## src/rtl/disp_page_sched.sv

```systemverilog
// Page scheduler for led_disp: time/date page select, blank gap, set-mode blink.
// Define DISP_AUTO_ROTATE_EN to build idle-mode auto-rotation between pages.
module disp_page_sched #(
  parameter int unsigned BLINK_HALF  = 12_500_000,
  parameter int unsigned BLANK_CYC   = 1000,
  parameter int unsigned AUTO_TIME_S = 8,
  parameter int unsigned AUTO_DATE_S = 3,
  parameter logic [6:0]  SEG_BLANK   = 7'h00
) (
  input  logic        clk,
  input  logic        rst_n,
  input  logic [2:0]  i_mode,
  input  logic        i_sec_tick,
  input  logic [1:0]  i_edit_pos,
  input  logic [41:0] i_time_seg,
  input  logic [41:0] i_date_seg,
  output logic [41:0] o_six_digit_seg,
  output logic [5:0]  o_six_dp,
  output logic        o_page
);

  localparam logic [1:0] ST_TIME  = 2'd0;
  localparam logic [1:0] ST_DATE  = 2'd1;
  localparam logic [1:0] ST_BLANK = 2'd2;

  localparam int BK_W = (BLANK_CYC > 1) ? $clog2(BLANK_CYC) : 1;
  localparam int BL_W = (BLINK_HALF > 1) ? $clog2(BLINK_HALF) : 1;
  localparam logic [BK_W-1:0] BK_LOAD = BK_W'(BLANK_CYC - 1);
  localparam logic [BL_W-1:0] BL_LAST = BL_W'(BLINK_HALF - 1);
  localparam logic [5:0] DATE_DP = 6'b010100;

  logic [1:0]      fsm;
  logic            target;
  logic            tgt_next;
  logic [BK_W-1:0] bk_cnt;
  logic [BL_W-1:0] bl_cnt;
  logic            bl_on;
  logic [1:0]      edit_q;
  logic            auto_tgt;
  logic            showing;
  logic            in_date;
  logic            blink_run;
  logic            edit_chg;
  logic            hide;
  logic [41:0]     shown;

  assign showing = (fsm == ST_TIME) || (fsm == ST_DATE);
  assign in_date = (fsm == ST_DATE);

`ifdef DISP_AUTO_ROTATE_EN
  localparam int unsigned ROT_MAX =
    (AUTO_TIME_S > AUTO_DATE_S) ? AUTO_TIME_S : AUTO_DATE_S;
  localparam int RT_W = (ROT_MAX > 1) ? $clog2(ROT_MAX) : 1;
  localparam logic [RT_W-1:0] T_LAST = RT_W'(AUTO_TIME_S - 1);
  localparam logic [RT_W-1:0] D_LAST = RT_W'(AUTO_DATE_S - 1);

  logic [2:0]      mode_q;
  logic            rot_tgt;
  logic [RT_W-1:0] rot_cnt;
  logic            idle;
  logic            entering;
  logic [RT_W-1:0] rot_last;

  assign idle     = (i_mode == 3'b000);
  assign entering = idle && (mode_q != 3'b000);
  assign rot_last = in_date ? D_LAST : T_LAST;
  assign auto_tgt = entering ? 1'b0 : rot_tgt;

  // Seconds counter flips the idle target; mode changes take priority
  always_ff @(posedge clk or negedge rst_n) begin
    if (!rst_n) begin
      mode_q  <= 3'b000;
      rot_tgt <= 1'b0;
      rot_cnt <= '0;
    end else begin
      mode_q <= i_mode;
      if (!idle) begin
        rot_cnt <= '0;
      end else if (entering) begin
        rot_tgt <= 1'b0;
        rot_cnt <= '0;
      end else if (i_sec_tick && showing) begin
        if (rot_cnt == rot_last) begin
          rot_tgt <= ~rot_tgt;
          rot_cnt <= '0;
        end else begin
          rot_cnt <= rot_cnt + 1'b1;
        end
      end
    end
  end
`else
  logic unused;
  assign unused   = &{1'b0, i_sec_tick, AUTO_TIME_S[0], AUTO_DATE_S[0]};
  assign auto_tgt = 1'b0;
`endif

  // Requested page from the mode code
  always_comb begin
    tgt_next = target;
    unique case (1'b1)
      i_mode[2]:            tgt_next = i_mode[1];
      (i_mode == 3'b000):   tgt_next = auto_tgt;
      default:              tgt_next = target;
    endcase
  end

  // Page FSM: every page change passes through a blank gap
  always_ff @(posedge clk or negedge rst_n) begin
    if (!rst_n) begin
      fsm    <= ST_BLANK;
      target <= 1'b0;
      bk_cnt <= BK_LOAD;
      o_page <= 1'b0;
    end else begin
      target <= tgt_next;
      case (fsm)
        ST_TIME, ST_DATE: begin
          if (tgt_next != in_date) begin
            fsm    <= ST_BLANK;
            bk_cnt <= BK_LOAD;
          end
        end
        default: begin
          if (bk_cnt == '0) begin
            fsm    <= tgt_next ? ST_DATE : ST_TIME;
            o_page <= tgt_next;
          end else begin
            bk_cnt <= bk_cnt - 1'b1;
          end
        end
      endcase
    end
  end

  assign blink_run = i_mode[2] && i_mode[0] && (i_edit_pos != 2'd3);
  assign edit_chg  = (i_edit_pos != edit_q);
  assign hide      = blink_run && !edit_chg && !bl_on;

  // Blink phase for the edited pair; restarts visible on a new pair
  always_ff @(posedge clk or negedge rst_n) begin
    if (!rst_n) begin
      bl_cnt <= '0;
      bl_on  <= 1'b1;
      edit_q <= 2'd3;
    end else begin
      edit_q <= i_edit_pos;
      if (!blink_run || edit_chg) begin
        bl_cnt <= '0;
        bl_on  <= 1'b1;
      end else if (bl_cnt == BL_LAST) begin
        bl_cnt <= '0;
        bl_on  <= ~bl_on;
      end else begin
        bl_cnt <= bl_cnt + 1'b1;
      end
    end
  end

  // Selected page with the edited pair blanked in the off phase
  always_comb begin
    shown = in_date ? i_date_seg : i_time_seg;
    if (hide) begin
      case (i_edit_pos)
        2'd0:    shown[13:0]  = {2{SEG_BLANK}};
        2'd1:    shown[27:14] = {2{SEG_BLANK}};
        2'd2:    shown[41:28] = {2{SEG_BLANK}};
        default: shown = shown;
      endcase
    end
  end

  // Registered outputs to led_disp
  always_ff @(posedge clk or negedge rst_n) begin
    if (!rst_n) begin
      o_six_digit_seg <= {6{SEG_BLANK}};
      o_six_dp        <= 6'b0;
    end else if (!showing) begin
      o_six_digit_seg <= {6{SEG_BLANK}};
      o_six_dp        <= 6'b0;
    end else begin
      o_six_digit_seg <= shown;
      o_six_dp        <= in_date ? DATE_DP : 6'b0;
    end
  end

endmodule

```

## config.mk

```make
export PLATFORM = sky130hd
export DESIGN_NAME = disp_page_sched
export DESIGN_NICKNAME = d
export VERILOG_FILES = /design/src/rtl/disp_page_sched.sv
export SDC_FILE = /design/constraint.sdc
export NUM_CORES = 1
export LEC_CHECK = 0
export BUFFER_PORTS_ARGS = -buffer_cell sky130_fd_sc_hd__buf_2
export CAP_MARGIN = 20
export CORE_ASPECT_RATIO = 1.1
export CORE_MARGIN = 2
export CORE_UTILIZATION = 40
export CTS_CLUSTER_SIZE = 30
export DETAILED_ROUTE_END_ITERATION = 12
export GPL_ROUTABILITY_DRIVEN = 0
export HOLD_SLACK_MARGIN = 0.06
export PLACE_DENSITY = 0.63
export SETUP_SLACK_MARGIN = 0.5
export SLEW_MARGIN = 20
export SYNTH_ARGS = -nofsm -noshare
export SYNTH_HDL_FRONTEND = slang
export SYNTH_SLANG_ARGS = --single-unit
```

## constraint.sdc

```tcl
create_clock -name clk -period 4.61 [get_ports clk]
set_input_delay 0.922 -clock clk [delete_from_list [all_inputs] [get_ports clk]]
set_output_delay 0.922 -clock clk [all_outputs]
set_load 0.02 [all_outputs]
```

==> run summary, run 1 <==
Across the run, the number of max-cap violations was 0. The detailed-route via count is 2887. Measured against its own limit, the worst slew margin works out to 34.64%. The flow ran to the end, and the final reports show no timing, DRC or antenna violations. The run gives 8074 um as the total routed wirelength.

During placement, the flow inserted port buffers numbering 135. For this design the ratio of total power to cell area is 331.6 nW/um^2. STA classifies the critical path endpoint as a flip-flop. The number of hold buffers added after CTS was 0. Max-slew violation total from the final report: 0. In the synthesized netlist the dominant register cell turns out to be sky130_fd_sc_hd__dfrtp_1. The largest area contributor in the netlist was sky130_fd_sc_hd__dfrtp_1.

The tools report the net count reported at finish as 582. The critical path is of the reg -> reg type. The fraction of layout instances using a drive strength above 1 is 35.70%, and the pin count of the biggest net entering global routing is 57.

Summing every instance area after synthesis gives 3805 um^2. The number of search-and-repair iterations in the first detailed-routing pass was 4; the overall fraction of global-route tracks in use was 16.34%. The worst hold path belongs to the class reg -> reg. The clock period minus worst slack was 2.593 ns.

Grouping stages by cell kind, the critical path spends the most delay in simple AND/OR/NAND/NOR gates. Clock tree synthesis found a total of 84 sinks. At the worst endpoint, the arrival time is 2.80 ns.

The number of antenna diodes in the final layout is 0. For the setup fix buffers added after clock tree synthesis, the log shows 0. Net switching is 25.93% of the power. The initial antenna violation count was 0. The part of the power in registers came out at 53.2%. Reg-to-reg endpoint: bl_cnt[10]. The tools report the critical path launch point type as a flip-flop.

The number of instances on the worst hold path was 1; the residual antenna-violating net count after detailed routing was 0. For the final database, setup skew stands at 0.01047 ns. The number of cells on the worst reg-to-reg path is 5, and the detailed-route DRC error count is 0. The floorplan has 37 rows. The logs give 0 for the number of hold violations in the final report and 13300 um for the global-route wire length before repair.

Post-route cell area: 4768 um^2. The tools report the origin of the critical flop-to-flop path as bl_cnt[14]. IR analysis of the VDD net gives a maximum drop of 0.0001618 V. The number of synthesized flops with an enable pin was 0.

The run gives 0 as the quantity of gates resized following cts. The stage delay of the slowest cell on the critical path is 0.68 ns, and the number of filler cells placed in the layout is 848. Buffers inserted during clock tree synthesis total 9. Critical-path cell with the highest stage delay: sky130_fd_sc_hd__or2_1.

The proportion of power drawn by the clock network came out at 33.5%. Across the whole layout, storage elements account for 2118 um^2. Reg2reg setup slack: 2.02 ns.

The signed area change from the synthesized netlist to the final layout is 25.32%, and the fraction of synthesis flops using an asynchronous set or reset pin is 100.0%. The maximum buffer depth of the clock tree is 2. Combinational cells account for 13.3% of the total power. Static timing analysis puts the maximum clock frequency at 385.7 MHz.

In the routed layout, each cell is associated on average with a via count of 4.733. The H-tree depth reported by CTS was 3; the number of setup violations in the final report was 0. The y dimension of the die is 106.3 um, and the final cycle utilization of the critical path is 56.24%. The cell sitting at the root of the clock tree is a sky130_fd_sc_hd__clkbuf_8. Detailed placement finished with a half-perimeter wire length of 6121 um.

For the post-route worst hold slack, the log shows 0.5091 ns. The clock reaches the later pin of the worst-skew pair after 0.35 ns. The synthesized design contains 84 register bits. The area enclosed by the die boundary came out at 10310 um^2. TritonCTS built the clock tree. For this run, the register share of the synthesized area comes to 55.64%.

Yosys printed 0 warnings. The multi-input combinational cells in the finished layout cover a total of 1549 um^2. The core region is 9305 um^2. Among the stages of the critical path, the cell type that occurs most often is sky130_fd_sc_hd__or4_1. The tools report the critical hold path startpoint as bl_cnt[0].

Setup repair after global routing left no endpoint under its margin. The synthesized area divided by synthesized cell count is 10.81 um^2, and the top-level I/O count is 141. The via count of the first global-routing pass is 2836. Summed over all layers, the global routing overflow is 0.

In the final routed layout, each cell accounts on average for 13.24 um. After synthesis, the cell types taking the most area are sky130_fd_sc_hd__dfrtp_1 (47%), sky130_fd_sc_hd__mux2i_1 (11%), sky130_fd_sc_hd__dfstp_2 (8.3%). The cell count after synthesis came out at 352.

The worst path meets setup with 2.017 ns of slack. The number of DRC markers in iteration 0 is 111, and the transition at the pin with the smallest max-transition slack is 0.9714 ns. The worst path buffer plus inverter count works out to 0.

The clock-pin slew reported for the worst setup and hold paths after clock tree synthesis came out at 0.08 ns. The required arrival time at the worst endpoint is 4.82 ns. The cell leakage power came out at 2.280 nW. The tools report the total power draw as 0.001581 W. The synthesized netlist contains 41 unique library cells. OpenSTA, run right after detailed placement, puts the worst setup slack at 1.815 ns.

The signal on the critical path passes through or4_1 > or4_1 > nor4_2 > or2_1 > nor2_1. Of all nets on the critical path, the largest fanout is 23. The end of the worst hold path is bl_cnt[0]. The effective utilization at floorplan was 40.89%; the internal power summed over all cells was 0.001171 W. The tools report the placed cell area as 4567 um^2. From left edge to right edge, the die measures 96.99 um. The sum of negative setup slack is 0 ns. In this run the power spent charging and discharging nets is 0.0004100 W. Area share of the largest cell type after synthesis: 47.35%.
[synth_stat cells (all sizes together) (2+ instances only)]
library cell and instances:
o21ai 6, and3 3, nor4 6, ha 2, mux2i 42, or4 2
o41ai 3, clkbuf 7, xnor2 11, nor3 6, nand4 9, a21oi 3
or2 2, buf 11, dfrtp 72, nor4b 2, nand2 19, xor2 18
nand3 15, inv 10, dfstp 12, nor2 76
[flip-flops by register name, summed over array words and instances, names as in the netlist]
register	cells
o_page	1
target	1
edit_q	2
fsm	2
o_six_digit_seg	42
bl_on	1
bl_cnt	24
bk_cnt	10
o_six_dp	1
[power groups by stage]
stage	Clock, W	Sequential (W)	Combinational, W
after floorplan	0	0.000844	0.000142
after global placement	0	0.000852	0.000208
after detailed placement	0	0.000856	0.000214
after CTS	0.000543	0.000841	0.000214
after global routing	0.000578	0.000850	0.000241
final	0.000530	0.000840	0.000210
[cell usage in the layout, fill, tap and decap left out, types with 4 or more instances in the layout]
master / netlist / routed
sky130_fd_sc_hd__buf_2: 3 / 134
sky130_fd_sc_hd__nor2_1: 76 / 76
sky130_fd_sc_hd__dfrtp_1: 72 / 71
sky130_fd_sc_hd__mux2i_1: 42 / 42
sky130_fd_sc_hd__nand2_1: 19 / 19
sky130_fd_sc_hd__xor2_1: 18 / 18
sky130_fd_sc_hd__nand3_1: 15 / 15
sky130_fd_sc_hd__dfstp_2: 12 / 12
sky130_fd_sc_hd__xnor2_1: 11 / 11
sky130_fd_sc_hd__inv_1: 10 / 10
sky130_fd_sc_hd__clkbuf_8: 0 / 10
sky130_fd_sc_hd__nand4_1: 9 / 9
sky130_fd_sc_hd__nor3_1: 6 / 6
sky130_fd_sc_hd__o21ai_0: 6 / 6
sky130_fd_sc_hd__buf_4: 5 / 6
sky130_fd_sc_hd__nor4_1: 5 / 5
sky130_fd_sc_hd__conb_1: 1 / 4
[metal layers]
metal | routed length (um) | GRT usage [%]
met2 | 4001 | 26.74
met4 | 114 | 6.640
met1 | 3493 | 20.34
met5 | 0 | 0
met3 | 466 | 4.865
[through the flow]
stage	utilization (%)	std cells
final	51.24	610
after global routing	51.24	610
after CTS	51.24	610
after detailed placement	49.08	594
after global placement	49.08	594
after floorplan	-	355
[cells by family (layout without fill, tap and decap cells)]
| group | after synthesis | in the layout | share of synthesized area, % |
|---|---|---|---|
| buffers and inverters | 28 | 166 | 3.946 |
| xor gates and xnor gates | 29 | 29 | 6.675 |
| DFF | 84 | 84 | 55.64 |
| other | 1 | 4 | 0.09856 |
| and+or+nand+nor | 149 | 149 | 18.28 |
| muxes | 43 | 43 | 11.34 |
| AOI/OAI and AO/OA | 16 | 16 | 3.354 |
| adders and majority gates | 2 | 2 | 0.6576 |
[area by class of cell]
cell class,count,share of cell area [%]
flip-flops and latches,84,44.42
multi-input cells,243,32.49
repair buffers,140,15.01
well taps,117,3.070
clock buffers,11,2.965
clock inverters,5,1.260
inverters,10,0.7872
[how the worst max path moves through the flow]
stage,startpoint,end,slack [ns],cells after the start
6_report,bl_cnt[14],bl_cnt[10],2.02,5
5_1_grt,bl_cnt[14],bl_cnt[7],1.85,5
4_1_cts,bl_cnt[14],bl_cnt[10],1.97,5
3_5_place_dp,i_edit_pos[1],bl_cnt[20],1.82,6
3_3_place_gp,i_edit_pos[1],bl_cnt[3],1.87,6
2_1_floorplan,i_edit_pos[0],o_six_digit_seg[10],2.33,6
(Power assumes the default switching activity.)
==> run 2, diff against run 1 <==
==> constraint.sdc (replaced) <==
create_clock -name clk -period 2.6 [get_ports clk]
set_input_delay 0.52 -clock clk [delete_from_list [all_inputs] [get_ports clk]]
set_output_delay 0.52 -clock clk [all_outputs]
set_load 0.02 [all_outputs]
==> run summary, run 2 (synthesis results as in run 1) <==
The flip-flop count of the largest register after layout works out to 42 (unchanged). Leaving out fill and tap cells, the most frequent cell in the layout is sky130_fd_sc_hd__buf_2. The sum of negative setup slack is 0 ns (unchanged). The number of hold violations in the final report is 0 (unchanged), and the max-slew violation total from the final report is 0 (unchanged). Clock-pin slew reported for the worst setup and hold paths after clock tree synthesis: 0.09 ns (about the same).

o_six_digit_seg holds more flip-flops than any other register. The logs give 9 (unchanged) for the total CTS buffers and 2.32 ns (-0.48 ns) for the arrival time at the worst endpoint. For the total routed wirelength, the log shows 8306 um (+2.9%). The run finished with clean final reports.

Number of cells on the worst reg-to-reg path: 6 (+1). The mean number of vias per cell works out to 4.761 (+0.59%). The fraction of layout instances using a drive strength above 1 is 37.65% (+1.9 points), and the post-route cell area is 4903 um^2 (+2.8%). The latest clock arrival within the worst-skew pair is 0.36 ns (about the same).

For the pin count of the biggest net entering global routing, the log shows 59 (+3.5%). In the final layout, the registers with the most flip-flops are o_six_digit_seg: 42 flops, bl_cnt: 24 flops, bk_cnt: 10 flops. The run gives 84 (unchanged) as the count of clock tree sinks.

The critical path in this run is classified as reg -> reg. Net count reported at finish: 591 (+1.5%). The tree is rooted in a sky130_fd_sc_hd__clkbuf_8.

The logs give 2947 (+2.1%) for the detailed-route via count and 37 (unchanged) for the number of rows created at floorplan. The number of filler cells placed in the layout is 858 (+1.2%), and the peak fanout along the critical path is 11 (-52%). The total power draw was 0.002830 W (+79%).

Leaving out fill and tap cells, the most frequent cells in the layout are sky130_fd_sc_hd__buf_2 (134), sky130_fd_sc_hd__nor2_1 (76), sky130_fd_sc_hd__dfrtp_1 (71). The power per standard cell area came out at 577.1 nW/um^2 (+74%). Via count of the first global-routing pass: 3017 (+6.4%).

Reg2reg setup slack: 0.53 ns (-1.49 ns). The tools report the required arrival time at the worst endpoint as 2.85 ns (-1.97 ns). The tools report the worst setup timing slack at the placement stage as 0.3575 ns (-1.457 ns). The highest attainable clock frequency was 483.6 MHz (+25%). For the number of diodes added for antenna fixing, the log shows 0 (unchanged). The startpoint identified for the worst register-to-register timing path is bl_cnt[9].

The number of violations of the max-capacitance limit is 0 (unchanged). The tools report the cell leakage power as 2.364 nW (+3.7%). The tools report the worst slew slack as a fraction of its limit as 56.28% (+22 points). TritonCTS built the clock tree. The top-level I/O count was 141 (unchanged); the total congestion overflow was 0 (unchanged). The run gives 16.97% (+0.63 points) as the overall fraction of global-route tracks in use. The initial antenna violation count was 0 (unchanged); the placed cell area was 4602 um^2 (+0.77%).

The y dimension of the die was 106.3 um (unchanged); the detailed-route wire length per cell was 13.42 um (+1.4%). STA classifies the critical path endpoint as a flip-flop. STA classifies the critical path startpoint as a flip-flop. The clock period minus worst slack is 2.068 ns (-0.5249 ns), and the H-tree depth reported by CTS is 3 (unchanged). The die span in x was 96.99 um (unchanged); the highest ir drop seen on vdd was 0.0002351 V (+45%). The tools report the detailed-route DRC error count as 0 (unchanged). The run gives 13870 um (+4.3%) as the global-route wire length before repair.

The run gives 0 (unchanged) as the number of setup violations in the final report. The effective utilization at floorplan was 40.89% (unchanged). The standard cell core area is 9305 um^2 (unchanged). The number of DRC markers in iteration 0 is 106 (-4.5%). The count of buffers inserted at the top-level ports works out to 135 (unchanged). The number of search-and-repair iterations in the first detailed-routing pass is 4 (unchanged). From synthesis to final layout, the design area changed by 28.87%. The reg-to-reg endpoint is bl_cnt[2].

Type of the most critical hold path: in -> async. The clock skew is 0.01053 ns (+0.00005880 ns), and the HPWL reported at the end of detailed placement is 6206 um (+1.4%). The residual antenna-violating net count after detailed routing is 0 (unchanged), and the final worst-path setup slack is 0.5320 ns (-1.485 ns). Transition at the pin with the smallest max-transition slack: 0.6558 ns (-0.3157 ns).

Setup repair after global routing could not meet its margin everywhere. The maximum buffer depth of the clock tree was 2 (unchanged); the final cycle utilization of the critical path was 79.54% (+23 points). The area enclosed by the die boundary is 10310 um^2 (unchanged).
run 2: cell type report:
cell class              count  area (um^2)  share of cell area [%]
well taps                 117        146.4                   2.985
clock buffers              10        127.6                   2.603
flip-flops and latches     84         2118                   43.20
clock inverters             6        71.32                   1.454
repair buffers            149        825.8                   16.84
inverters                  10        37.54                  0.7655
multi-input cells         243         1577                   32.15
run 2: repair_timing:
item	4_1_cts	5_1_grt
pin swaps	0	1
setup buffers	2	3
gates cloned	0	1
gates resized for setup	6	2
endpoints found under the setup margin	23	24
hold endpoints to repair	0	0
hold buffers	0	0
run 2: worst max-delay path: stages, from the launching register on:
cell	delay (ns)
sky130_fd_sc_hd__dfrtp_1	0.41
sky130_fd_sc_hd__or4_1	0.50
sky130_fd_sc_hd__or4_4	0.44
sky130_fd_sc_hd__nor4_4	0.19
sky130_fd_sc_hd__or2_4	0.21
sky130_fd_sc_hd__clkbuf_16	0.16
sky130_fd_sc_hd__nor2_1	0.05
run 2: through the flow:
stage          std cells  util (%)  hold slack (ns)
5_1_grt              619     52.70          0.07645
6_report             619     52.70          0.06834
3_5_place_dp         597     49.46           0.4650
3_3_place_gp         597     49.46           0.4627
2_1_floorplan        355         -           0.2244
4_1_cts              615     52.09          0.06929
run 2: how the worst max path moves through the flow:
stage	slack, ns	cells past startpoint	endpoint	from
floorplan	0.58	7	bl_cnt[10]	bl_cnt[14]
global placement	0.38	6	bl_cnt[3]	bl_cnt[14]
detailed placement	0.36	6	bl_cnt[11]	bl_cnt[14]
CTS	0.51	6	bl_cnt[9]	bl_cnt[9]
global route	0.43	6	bl_cnt[14]	bl_cnt[0]
finish	0.53	6	bl_cnt[2]	bl_cnt[9]
run 2: where the power goes:
group	total (W)	internal [W]	switching, W
sequential	0.00150	0.00142	0.0000767
combinational	0.000395	0.000199	0.000196
clock	0.000939	0.000452	0.000487
run 2: metal layers:
| metal | track usage [%] | wire length, um | vias to the layer above |
|---|---|---|---|
| li1 | - | - | 1475 |
| met1 | 20.07 | 3456 | 1372 |
| met2 | 29.71 | 4267 | 93 |
| met3 | 5.260 | 496 | 7 |
| met4 | 5.131 | 86 | 0 |
| met5 | 0 | 0 | - |
==> run 3, diff against run 2 <==
--- a/config.mk
+++ b/config.mk
@@ -5,6 +5,7 @@
 export SDC_FILE = /design/constraint.sdc
 export NUM_CORES = 1
 export LEC_CHECK = 0
+export ABC_AREA = 1
 export BUFFER_PORTS_ARGS = -buffer_cell sky130_fd_sc_hd__buf_2
 export CAP_MARGIN = 20
 export CORE_ASPECT_RATIO = 1.1
@@ -14,7 +15,7 @@
 export DETAILED_ROUTE_END_ITERATION = 12
 export GPL_ROUTABILITY_DRIVEN = 0
 export HOLD_SLACK_MARGIN = 0.06
-export PLACE_DENSITY = 0.63
+export PLACE_DENSITY = 0.64
 export SETUP_SLACK_MARGIN = 0.5
 export SLEW_MARGIN = 20
 export SYNTH_ARGS = -nofsm -noshare
==> constraint.sdc (replaced) <==
create_clock -name clk -period 1.8 [get_ports clk]
set_input_delay 0.36 -clock clk [delete_from_list [all_inputs] [get_ports clk]]
set_output_delay 0.36 -clock clk [all_outputs]
set_load 0.02 [all_outputs]
==> run summary, run 3 <==
TritonCTS built the clock tree. The tools report the initial antenna violation count as 0 (unchanged). The detailed-route DRC error count was 0 (unchanged).

The number of synthesized flops with an enable pin was 0 (unchanged); the clock skew was 0.008437 ns (-0.002089 ns). The reg2reg setup slack is 0.33 ns (-0.20 ns), and the signed area change from the synthesized netlist to the final layout is 45.48%. Critical-path cell with the highest stage delay: sky130_fd_sc_hd__dfstp_2. STA classifies the critical path endpoint as a flip-flop.

The number of violations of the max-capacitance limit is 0 (unchanged). For the highest ir drop seen on vdd, the log shows 0.0004535 V (+93%). After synthesis, the cell types taking the most area are sky130_fd_sc_hd__dfrtp_1 (40%), sky130_fd_sc_hd__nor2_1 (9.2%), sky130_fd_sc_hd__nand2_1 (8.0%). Walking the worst path, the cells encountered are inv_8 > nand2_8 > buf_12 > inv_6 > o21ai_0 > o21bai_1 > nor2_1.

The number of search-and-repair iterations in the first detailed-routing pass was 5 (+1); the post-route cell area was 6564 um^2 (+34%). The number of cells on the worst reg-to-reg path is 7 (+1). o_six_digit_seg holds more flip-flops than any other register. The HPWL reported at the end of detailed placement is 8055 um (+30%), and the max-slew violation total from the final report is 0 (unchanged).

For the net count reported at finish, the log shows 807 (+37%). The reg-to-reg endpoint was o_six_digit_seg[2]. The total routed wirelength is 11840 um (+43%), and the mean number of vias per cell is 4.728 (-0.68%). The worst hold path belongs to the class in -> reg. Setup repair after global routing could not meet its margin everywhere. The flip-flop and latch count after synthesis is 84 (unchanged). The final cycle utilization of the critical path was 81.59% (+2.0 points). The number of rows created at floorplan was 40 (+8.1%); the pin count of the biggest net entering global routing was 53 (-10%). The area taken by flip-flops and latches was 2123 um^2 (+0.24%). Launching element of the worst setup path: fsm[1]. The worst slew slack as a fraction of its limit was 57.72% (+1.4 points); the number of filler cells placed in the layout was 909 (+5.9%).

The logs give 18290 um (+32%) for the global-route wire length before repair and 41.16% (+0.27 points) for the effective utilization at floorplan. The tools report the internal power summed over all cells as 0.003137 W (+52%). The fraction of layout instances using a drive strength above 1 is 47.08% (+9.4 points).

The most frequent cell after synthesis is sky130_fd_sc_hd__nor2_1. For the latest clock arrival within the worst-skew pair, the log shows 0.34 ns (-0.02 ns). The critical path launch point type was a flip-flop. The number of DRC markers in iteration 0 is 226 (+110%).

Part of the power in registers: 47.2% (-5.6 points). The most common cell after layout, fill and taps aside was sky130_fd_sc_hd__buf_2. The total congestion overflow is 0 (unchanged), and the clock period minus worst slack is 1.469 ns (-0.5994 ns). H-tree depth reported by CTS: 3 (unchanged). The required arrival time at the worst endpoint is 2.02 ns (-0.83 ns). The tools report the standard cell core area as 10960 um^2 (+18%).

The portion of the post-synthesis area used by sequential elements is 46.92% (-8.7 points). The largest area contributor in the netlist was sky130_fd_sc_hd__dfrtp_1. The die span in x is 105.3 um (+8.5%). The flow ran to the end, and the final reports show no timing, DRC or antenna violations.

The combinational share of power was 6.6% (-7.4 points). The logs give 0 (unchanged) for the residual antenna-violating net count after detailed routing and 18.87% (+1.9 points) for the overall fraction of global-route tracks in use. The most critical setup path has its endpoint at o_six_digit_seg[2]. The highest attainable clock frequency is 680.9 MHz (+41%), and the total number of cells along the worst setup path is 7 (+1).

The post-synthesis instance area came out at 4512 um^2 (+19%). The power per standard cell area was 612.4 nW/um^2 (+6.1%); the post-route worst hold slack was 0.1320 ns (+0.06363 ns). The peak fanout along the critical path was 8 (-3); the count of distinct cell types in the synthesized netlist was 35 (-15%). The run gives 0 ns (unchanged) as the sum of negative setup slack. The flip-flop count of the largest register after layout works out to 42 (unchanged). The number of hold violations in the final report came out at 0 (unchanged).

Area enclosed by the die boundary: 12150 um^2 (+18%). The multi-input gate area in the final layout was 2512 um^2 (+59%). The run gives 0 (unchanged) as the number of setup violations in the final report.

The detailed-route wire length per cell is 13.68 um (+2.0%), and the area share of the largest cell type after synthesis is 39.93% (-7.4 points). The critical path is of the reg -> reg type. The tools report the number of diodes added for antenna fixing as 0 (unchanged). The instance count of the mapped netlist was 532 (+51%). The synthesized area divided by synthesized cell count was 8.481 um^2 (-22%). The largest registers in the layout are o_six_digit_seg: 42 flops, bl_cnt: 24 flops, bk_cnt: 10 flops.

Leaving out fill and tap cells, the most frequent cells in the layout are sky130_fd_sc_hd__buf_2 (134), sky130_fd_sc_hd__nor2_1 (89), sky130_fd_sc_hd__nand2_1 (74). Ranked by instance count, the synthesized netlist is headed by sky130_fd_sc_hd__nor2_1 (111), sky130_fd_sc_hd__nand2_1 (96), sky130_fd_sc_hd__dfrtp_1 (72), sky130_fd_sc_hd__inv_1 (48), sky130_fd_sc_hd__nand3_1 (31). The stage delay of the slowest cell on the critical path is 0.58 ns (+0.08 ns), and the worst path buffer plus inverter count is 3 (+2). On the critical path the largest part of the delay comes from flip-flops. The origin of the critical flop-to-flop path was fsm[1]. Clock-pin slew reported for the worst setup and hold paths after clock tree synthesis: 0.06 ns (-0.03 ns). The count of buffers inserted at the top-level ports is 135 (unchanged). Total CTS buffers: 9 (unchanged). The logs give 141 (unchanged) for the top-level I/O count and 3.194 nW (+35%) for the cell leakage power. The total power draw was 0.004020 W (+42%). The arrival time at the worst endpoint was 1.69 ns (-0.63 ns); the transition at the pin with the smallest max-transition slack was 0.6326 ns (-0.02312 ns).

For the detailed-route via count, the log shows 4090 (+39%). The tools report the buffer type at the clock tree root as sky130_fd_sc_hd__clkbuf_16. The tools report the net switching power figure as 0.0008832 W (+16%). The placed cell area came out at 5430 um^2 (+18%). For the number of warnings printed during yosys synthesis, the log shows 0 (unchanged).

The tools report the proportion of power drawn by the clock network as 46.2% (+13 points). Y dimension of the die: 115.4 um (+8.6%). The most used flip-flop cell after synthesis is sky130_fd_sc_hd__dfrtp_1. Fraction of synthesis flops using an asynchronous set or reset pin: 100.0% (unchanged).

The tools report the via count of the first global-routing pass as 3991 (+32%). The tools report the maximum buffer depth of the clock tree as 2 (unchanged). For the count of clock tree sinks, the log shows 84 (unchanged). The share of total power consumed by net switching came out at 21.97% (-4.9 points).
## run 3: worst min-delay path by stage
stage / from / cells after the start / slack (ns) / end
finish: i_edit_pos[0] / 1 / 0.13 / edit_q[0]
global placement: rst_n / 1 / 0.24 / bl_cnt[23]
CTS: i_edit_pos[0] / 1 / 0.12 / edit_q[0]
detailed placement: rst_n / 1 / 0.24 / bl_cnt[23]
global route: i_edit_pos[0] / 1 / 0.11 / edit_q[0]
floorplan: rst_n / 0 / 0.06 / bk_cnt[3]
## run 3: per-stage QoR
stage	setup WS [ns]	cells	util (%)
6_report	0.3314	865	59.89
5_1_grt	0.2693	865	59.89
4_1_cts	0.3377	846	55.87
3_5_place_dp	0.2735	807	49.54
3_3_place_gp	0.3099	807	49.54
2_1_floorplan	0.4283	535	-
## run 3: cell type report
cell class	count	share of cell area, %
timing repair buffer	184	18.47
multi-input combinational	379	38.28
sequential	84	32.35
clock inverter	4	0.7815
inverter	54	3.431
clock buffer	12	3.755
tap	147	2.802
timing repair inverter	1	0.1334
## run 3: per-layer routing
layer | GRT usage (%) | vias to the layer above | share of wire, %
li1 | - | 2031 | -
met1 | 23.65 | 1939 | 41
met2 | 31.70 | 104 | 51
met4 | 6.400 | 0 | 1.7
met5 | 0 | - | 0
met3 | 5.102 | 16 | 5.6
## run 3: power groups by stage
stage          clock network (W)  registers (W)  logic (W)
2_1_floorplan                  0        0.00193  0.0000865
5_1_grt                  0.00199        0.00190   0.000298
3_3_place_gp                   0        0.00193   0.000236
4_1_cts                  0.00190        0.00190   0.000253
3_5_place_dp                   0        0.00193   0.000242
6_report                 0.00186        0.00190   0.000264
## run 3: logic make-up after synthesis
kind of cell / synth area share [%]
and+or+nand+nor: 30.92
DFF: 46.92
buffers and inverters: 7.820
AOI/OAI and AO/OA: 5.158
muxes: 6.212
xor gates and xnor gates: 2.330
adders and majority gates: 0.5545
other: 0.08311
## run 3: what timing repair did
action | CTS | global route
resized for setup | 46 | 77
pin swaps | 25 | 33
hold endpoints to repair | 15 | 0
cloned | 1 | 2
setup buffers | 21 | 17
endpoints found under the setup margin | 76 | 80
hold buffers | 1 | 0
